**config.mk**
```make
export PLATFORM = sky130hd
export DESIGN_NAME = uart_rx16
export DESIGN_NICKNAME = d
export VERILOG_FILES = /design/src/rtl/uart_pkg.sv /design/src/rtl/uart_rx_byte.sv /design/src/rtl/uart_rx16.sv
export SDC_FILE = /design/constraint.sdc
export NUM_CORES = 1
export LEC_CHECK = 0
export ABC_AREA = 1
export CAP_MARGIN = 0
export CORE_AREA = 10 10 117 119
export CTS_BUF_LIST = sky130_fd_sc_hd__clkbuf_8 sky130_fd_sc_hd__clkbuf_16
export DETAILED_ROUTE_END_ITERATION = 7
export DIE_AREA = 0 0 127 129
export PLACE_DENSITY = 0.48
export SYNTH_ARGS = -nofsm -noshare
export SYNTH_HDL_FRONTEND = slang
export SYNTH_SLANG_ARGS = --single-unit
```
**constraint.sdc**
```tcl
create_clock -name clk -period 2.6 [get_ports clk]
set_input_delay 0.39 -clock clk [delete_from_list [all_inputs] [get_ports clk]]
set_output_delay 0.39 -clock clk [all_outputs]
set_load 0.03 [all_outputs]
```
**src/rtl/uart_pkg.sv**
```systemverilog
// Shared UART constants and the byte-level receive/transmit state set.
// Imported by both the 16-bit receiver and transmitter.
package uart_pkg;

  localparam int DATA_BITS  = 8;
  localparam int WORD_BYTES = 2;

  typedef enum logic [2:0] {
    IDLE,
    START,
    DATA,
    STOP,
    BREAK
  } rx_state_e;

endpackage

```
**src/rtl/uart_rx_byte.sv**
```systemverilog
// 8N1 byte receiver: rx synchronizer plus bit-timing FSM.
// Emits a one-cycle byte_valid or framing_error after the stop bit.
module uart_rx_byte
  import uart_pkg::*;
#(
  parameter int CLKS_PER_BIT = 5208,
  parameter int CNT_W        = 17
) (
  input  logic                 clk,
  input  logic                 reset,
  input  logic                 rx,
  output logic                 byte_valid,
  output logic [DATA_BITS-1:0] byte_data,
  output logic                 framing_error,
  output logic                 line_idle
);

  localparam logic [CNT_W-1:0] HALF =
    CNT_W'(CLKS_PER_BIT / 2 - 1);
  localparam logic [CNT_W-1:0] FULL =
    CNT_W'(CLKS_PER_BIT - 1);
  localparam logic [2:0] LAST_BIT =
    3'(DATA_BITS - 1);

  rx_state_e            state_q, state_d;
  logic [CNT_W-1:0]     cnt_q, cnt_d;
  logic [2:0]           bit_q, bit_d;
  logic [DATA_BITS-1:0] shift_q, shift_d;
  logic                 valid_q, valid_d;
  logic                 ferr_q, ferr_d;
  logic                 rx_m, rx_s;

  always_ff @(posedge clk or posedge reset) begin
    if (reset) begin
      rx_m <= 1'b1;
      rx_s <= 1'b1;
    end else begin
      rx_m <= rx;
      rx_s <= rx_m;
    end
  end

  always_ff @(posedge clk or posedge reset) begin
    if (reset) begin
      state_q <= IDLE;
      cnt_q   <= '0;
      bit_q   <= '0;
      shift_q <= '0;
      valid_q <= 1'b0;
      ferr_q  <= 1'b0;
    end else begin
      state_q <= state_d;
      cnt_q   <= cnt_d;
      bit_q   <= bit_d;
      shift_q <= shift_d;
      valid_q <= valid_d;
      ferr_q  <= ferr_d;
    end
  end

  always_comb begin
    state_d = state_q;
    cnt_d   = cnt_q + 1'b1;
    bit_d   = bit_q;
    shift_d = shift_q;
    valid_d = 1'b0;
    ferr_d  = 1'b0;
    unique case (state_q)
      IDLE: begin
        cnt_d = '0;
        if (!rx_s) state_d = START;
      end
      START: begin
        if (cnt_q == HALF) begin
          cnt_d   = '0;
          bit_d   = '0;
          state_d = rx_s ? IDLE : DATA;
        end
      end
      DATA: begin
        if (cnt_q == FULL) begin
          cnt_d   = '0;
          shift_d = {rx_s, shift_q[DATA_BITS-1:1]};
          if (bit_q == LAST_BIT) state_d = STOP;
          else bit_d = bit_q + 1'b1;
        end
      end
      STOP: begin
        if (cnt_q == FULL) begin
          cnt_d   = '0;
          valid_d = rx_s;
          ferr_d  = !rx_s;
          state_d = rx_s ? IDLE : BREAK;
        end
      end
      BREAK: begin
        // no new start until the line returns high
        cnt_d = '0;
        if (rx_s) state_d = IDLE;
      end
      default: begin
        cnt_d   = '0;
        state_d = IDLE;
      end
    endcase
  end

  assign byte_valid    = valid_q;
  assign byte_data     = shift_q;
  assign framing_error = ferr_q;
  assign line_idle     = (state_q == IDLE);

endmodule

```
**src/rtl/uart_rx16.sv**
```systemverilog
// 8N1 receiver pairing two bytes (low first) into a 16-bit word,
// with ready/ack handshake, overrun flag and inter-byte timeout.
module uart_rx16
  import uart_pkg::*;
#(
  parameter int CLKS_PER_BIT      = 5208,
  parameter int BYTE_TIMEOUT_BITS = 20
) (
  input  logic                            clk,
  input  logic                            reset,
  input  logic                            rx,
  input  logic                            read_ack,
  output logic [DATA_BITS*WORD_BYTES-1:0] data_received,
  output logic                            data_ready_to_read,
  output logic                            framing_error,
  output logic                            overrun
);

  localparam int TMO   = CLKS_PER_BIT * BYTE_TIMEOUT_BITS;
  localparam int CNT_W = $clog2(TMO + 1);
  localparam logic [CNT_W-1:0] TMO_LAST = CNT_W'(TMO - 1);

  logic                 byte_valid;
  logic [DATA_BITS-1:0] byte_data;
  logic                 ferr;
  logic                 line_idle;
  logic                 byte_cnt;
  logic [DATA_BITS-1:0] low_q;
  logic [CNT_W-1:0]     tmo_q;
  logic                 word_done;

  uart_rx_byte #(
    .CLKS_PER_BIT (CLKS_PER_BIT),
    .CNT_W        (CNT_W)
  ) u_byte (
    .clk           (clk),
    .reset         (reset),
    .rx            (rx),
    .byte_valid    (byte_valid),
    .byte_data     (byte_data),
    .framing_error (ferr),
    .line_idle     (line_idle)
  );

  assign framing_error = ferr;
  assign word_done     = byte_valid && byte_cnt;

  always_ff @(posedge clk or posedge reset) begin
    if (reset) begin
      byte_cnt <= 1'b0;
      low_q    <= '0;
      tmo_q    <= '0;
    end else if (byte_valid) begin
      tmo_q <= '0;
      if (!byte_cnt) begin
        low_q    <= byte_data;
        byte_cnt <= 1'b1;
      end else begin
        byte_cnt <= 1'b0;
      end
    end else if (ferr) begin
      byte_cnt <= 1'b0;
      tmo_q    <= '0;
    end else if (line_idle && byte_cnt) begin
      // stale low byte is dropped silently
      if (tmo_q == TMO_LAST) begin
        byte_cnt <= 1'b0;
        tmo_q    <= '0;
      end else begin
        tmo_q <= tmo_q + 1'b1;
      end
    end else begin
      tmo_q <= '0;
    end
  end

  always_ff @(posedge clk or posedge reset) begin
    if (reset) begin
      data_received      <= '0;
      data_ready_to_read <= 1'b0;
      overrun            <= 1'b0;
    end else if (word_done) begin
      data_received      <= {byte_data, low_q};
      data_ready_to_read <= 1'b1;
      if (data_ready_to_read) overrun <= !read_ack;
    end else if (read_ack && data_ready_to_read) begin
      data_ready_to_read <= 1'b0;
      overrun            <= 1'b0;
    end
  end

endmodule

```
==> run_results.csv <==
group,metric,value,unit
run_status,status,"complete, no violations",
global_routing,grt_util_met3,3.04,%
sta,finalCriticalPeriod,1790,ps
drt,routed_via_density,4.65,
cts,cts.hold.buffers_added,0,
global_routing,grt_usage,10.6,%
logic_synthesis,synth_area,0.00390,mm²
logic_synthesis,synth_cell_types,37,
setup_path,end_kind,"primary output",
logic_synthesis,syn-mean-instance-area,8.58,µm²
global_routing,use_met2,16.5,%
placement,post_dp_cell_area,0.00428,mm²
pwr,switchingPower,0.000519,W
logic_synthesis,synth.top_cell.area_share,49.3,%
cts,cts_resized,0,
die,die_h,129,µm
global_routing,met1_usage,13.7,%
global_routing,grt_pass1_vias,2835,
drt,wl_per_cell,12.7,µm
pwr,combPwrFrac,1.4,%
global_routing,antenna_found_initial,0,
die,fp.coreArea,0.0113,mm²
cts,clkTransAtPathRegs,60,ps
logic_synthesis,synth_warnings,0,
setup_path,crit_buf_inv,1,
sta,period_share,68.8,%
cts,cts_setup_buffers,0,
cts,htreeDepth,3,
sta,rsz0062_at_grt,"no",
sta,max_slew_margin,68.5,%
die,die_x,127,µm
pwr,p_clk_share,49.2,%
sta,finalHoldViolCount,0,
setup_path,arrival,1400,ps
logic_synthesis,synth_async_sr_flop_share,100,%
logic_synthesis,syn-num-nets,464,
sta,hold_ws,360,ps
drt,initialDrtViolationCount,158,
cts,root_buffer,"clkbuf_16",
logic_synthesis,synth-edff-count,0,
logic_synthesis,synth_ff_type,"dfrtp_1",
drt,ant_nets,0,
logic_synthesis,synth_most_common_cell,"nand2_1",
setup_path,critPathKind,"reg2out",
drt,drcViolationCount,0,
setup_path,cp_top_family,"buffers and inverters",
cts,tritoncts,"done",
pwr,intPower,0.00198,W
final_layout,nNetsFinal,493,
setup_path,critPathSlowestCell,"clkdlybuf4s50_1",
logic_synthesis,yosys-top-cells-count,"nand2_1 (116), dfrtp_1 (77), nor2_1 (54)",
global_routing,grt_pass1_wl,14200,µm
hold_path,hold_path_class,"reg2reg",
setup_path,worstPathCellList,"clkdlybuf4s50_1",
sta,tns,0,ps
logic_synthesis,synth_top_area_cell,"dfrtp_1",
logic_synthesis,synth-seq-cells,79,
die,initial_core_util,34.5,%
run,maxCapViolations,0,
die,rows,39,
global_routing,grt_busiest_layer,"met2",
logic_synthesis,ys_top_cells_by_area,"dfrtp_1 (49%), nand2_1 (11%), nor2_1 (5.2%), inv_1 (4.8%), nand3_1 (3.5%)",
placement,post-place-cells,616,
logic_synthesis,syn_inst,455,
drt,vias,2937,
final_layout,drive_above_1_share,14.3,%
sta,fmax,0.559,GHz
final_layout,fillCellCount,1168,
sta,drv_slew,0,
placement,io_buffers,22,
cts,clockBufferDepth,2,
pwr,max-vdd-ir-drop,0.000324,V
setup_path,slowest_delay,690,ps
sta,worst_pin_slew,471,ps
pwr,power.share.sequential,49.4,%
cts,cts_buffers,9,
sta,setup_viol,0,
pwr,pwr_density_cell,547,mW/mm²
global_routing,grt-ovfl-total,0,
logic_synthesis,ys_seq_area_share,50.7,%
setup_path,critPathLaunchType,"flip-flop",
final_layout,postLayoutCellArea,0.00456,mm²
placement,hpwl,5890,µm
final_layout,n_antenna_cell,0,
setup_path,crit_path_max_fanout,2,
pwr,swShare,20.8,%
die,pin_count,23,
pwr,p_leak,2.07,nW
die,die_area,0.0164,mm²
cts,clock_latency,340,ps
sta,fin_skew,9.41,ps
cts,cts.sinks,79,
final_layout,fin_cells,632,
drt,dr.pass1.iters,4,
drt,routed_wl,8040,µm
placement,place_congestion,0.888,
final_layout,area_delta_synth_final,16.9,%
setup_path,required,2210,ps
global_routing,grt_max_degree,54,
[cell usage in the layout (no fill, tap or decap), drive strengths merged]
cell | synthesis | final
a21boi | 1 | 1
clkinv | 1 | 4
clkinvlp | 0 | 1
nand3 | 31 | 31
dfrtp | 77 | 77
dfstp | 2 | 2
nor3 | 13 | 13
nand4 | 9 | 9
o21bai | 2 | 2
nor2 | 61 | 61
xor2 | 10 | 10
xnor2 | 4 | 4
a2bb2oi | 1 | 1
buf | 4 | 3
or2 | 1 | 1
nor3b | 1 | 1
o21ai | 31 | 31
o22ai | 1 | 1
inv | 54 | 56
nand2 | 126 | 126
ha | 5 | 5
clkbuf | 3 | 9
a21oi | 16 | 16
a31oi | 1 | 1
bufinv | 0 | 1
clkdlybuf4s50 | 0 | 22
[power by group through the flow]
stage	clock [W]	combinational (W)	sequential, W
final	0.00123	0.0000352	0.00123
after global routing	0.00132	0.0000422	0.00123
after CTS	0.00127	0.0000379	0.00123
after detailed placement	0	0.0000380	0.00126
after global placement	0	0.0000382	0.00126
after floorplan	0	0.0000195	0.00126
[through the flow]
| stage | util, % | total power, W | setup slack (ps) |
|---|---|---|---|
| final | 40.3 | 0.00250 | 811 |
| after global placement | 37.8 | 0.00129 | 985 |
| after detailed placement | 37.8 | 0.00129 | 888 |
| after global routing | 40.3 | 0.00260 | 746 |
| after CTS | 40.3 | 0.00254 | 783 |
| after floorplan | - | 0.00128 | 190 |
[layer usage]
layer / share of wire, % / vias up
met4: 1.8 / 0
met3: 3.5 / 11
met2: 46 / 38
li1: - / 1512
met1: 49 / 1376
met5: 0 / -
[area by class of cell]
class | instances | area (µm²) | area share [%]
flip-flops and latches | 79 | 1980 | 43.4
inverters | 55 | 208 | 4.55
clock inverters | 7 | 63.8 | 1.40
repair buffers | 25 | 255 | 5.59
well taps | 143 | 179 | 3.92
clock buffers | 9 | 225 | 4.93
multi-input cells | 314 | 1650 | 36.2
[cells by family after synthesis]
group / after synthesis / synth area share, %
AND/OR/NAND/NOR: 242 / 28.5
flip-flops: 79 / 50.7
buffers and inverters: 62 / 6.95
AO/OA/AOI/OAI: 53 / 9.07
XOR/XNOR: 14 / 3.14
adder cells (fa/ha/maj): 5 / 1.60
[state kept, by name, summed over array words and instances, names as in the netlist]
name and count:
tmo_q 17, byte_cnt 1, u_byte.framing_error 1, u_byte.byte_data 8
u_byte.byte_valid 1, u_byte.state_q 3, overrun 1, data_received 16
u_byte.rx_s 1, u_byte.cnt_q 17, data_ready_to_read 1, low_q 8
u_byte.bit_q 3, u_byte.rx_m 1
[path summary, 6_finish.rpt]
kind	startpoint	endpoint	slack (ps)	cells past startpoint
worst max-delay path	data_received[14]$_DFFE_PP0P_	data_received[14]	810	1
min in group asynchronous	reset	data_ready_to_read$_DFFE_PP0P_	420	3
max in group asynchronous	reset	u_byte.rx_s$_DFF_PP1_	1880	3
worst max register to register	u_byte.cnt_q[0]$_DFF_PP0_	u_byte.state_q[0]$_DFFE_PP0P_	900	10
worst min-delay path	u_byte.rx_m$_DFF_PP1_	u_byte.rx_s$_DFF_PP1_	360	0
worst min register to register	u_byte.rx_m$_DFF_PP1_	u_byte.rx_s$_DFF_PP1_	360	0
No activity file was read; power rests on OpenSTA's default activity.
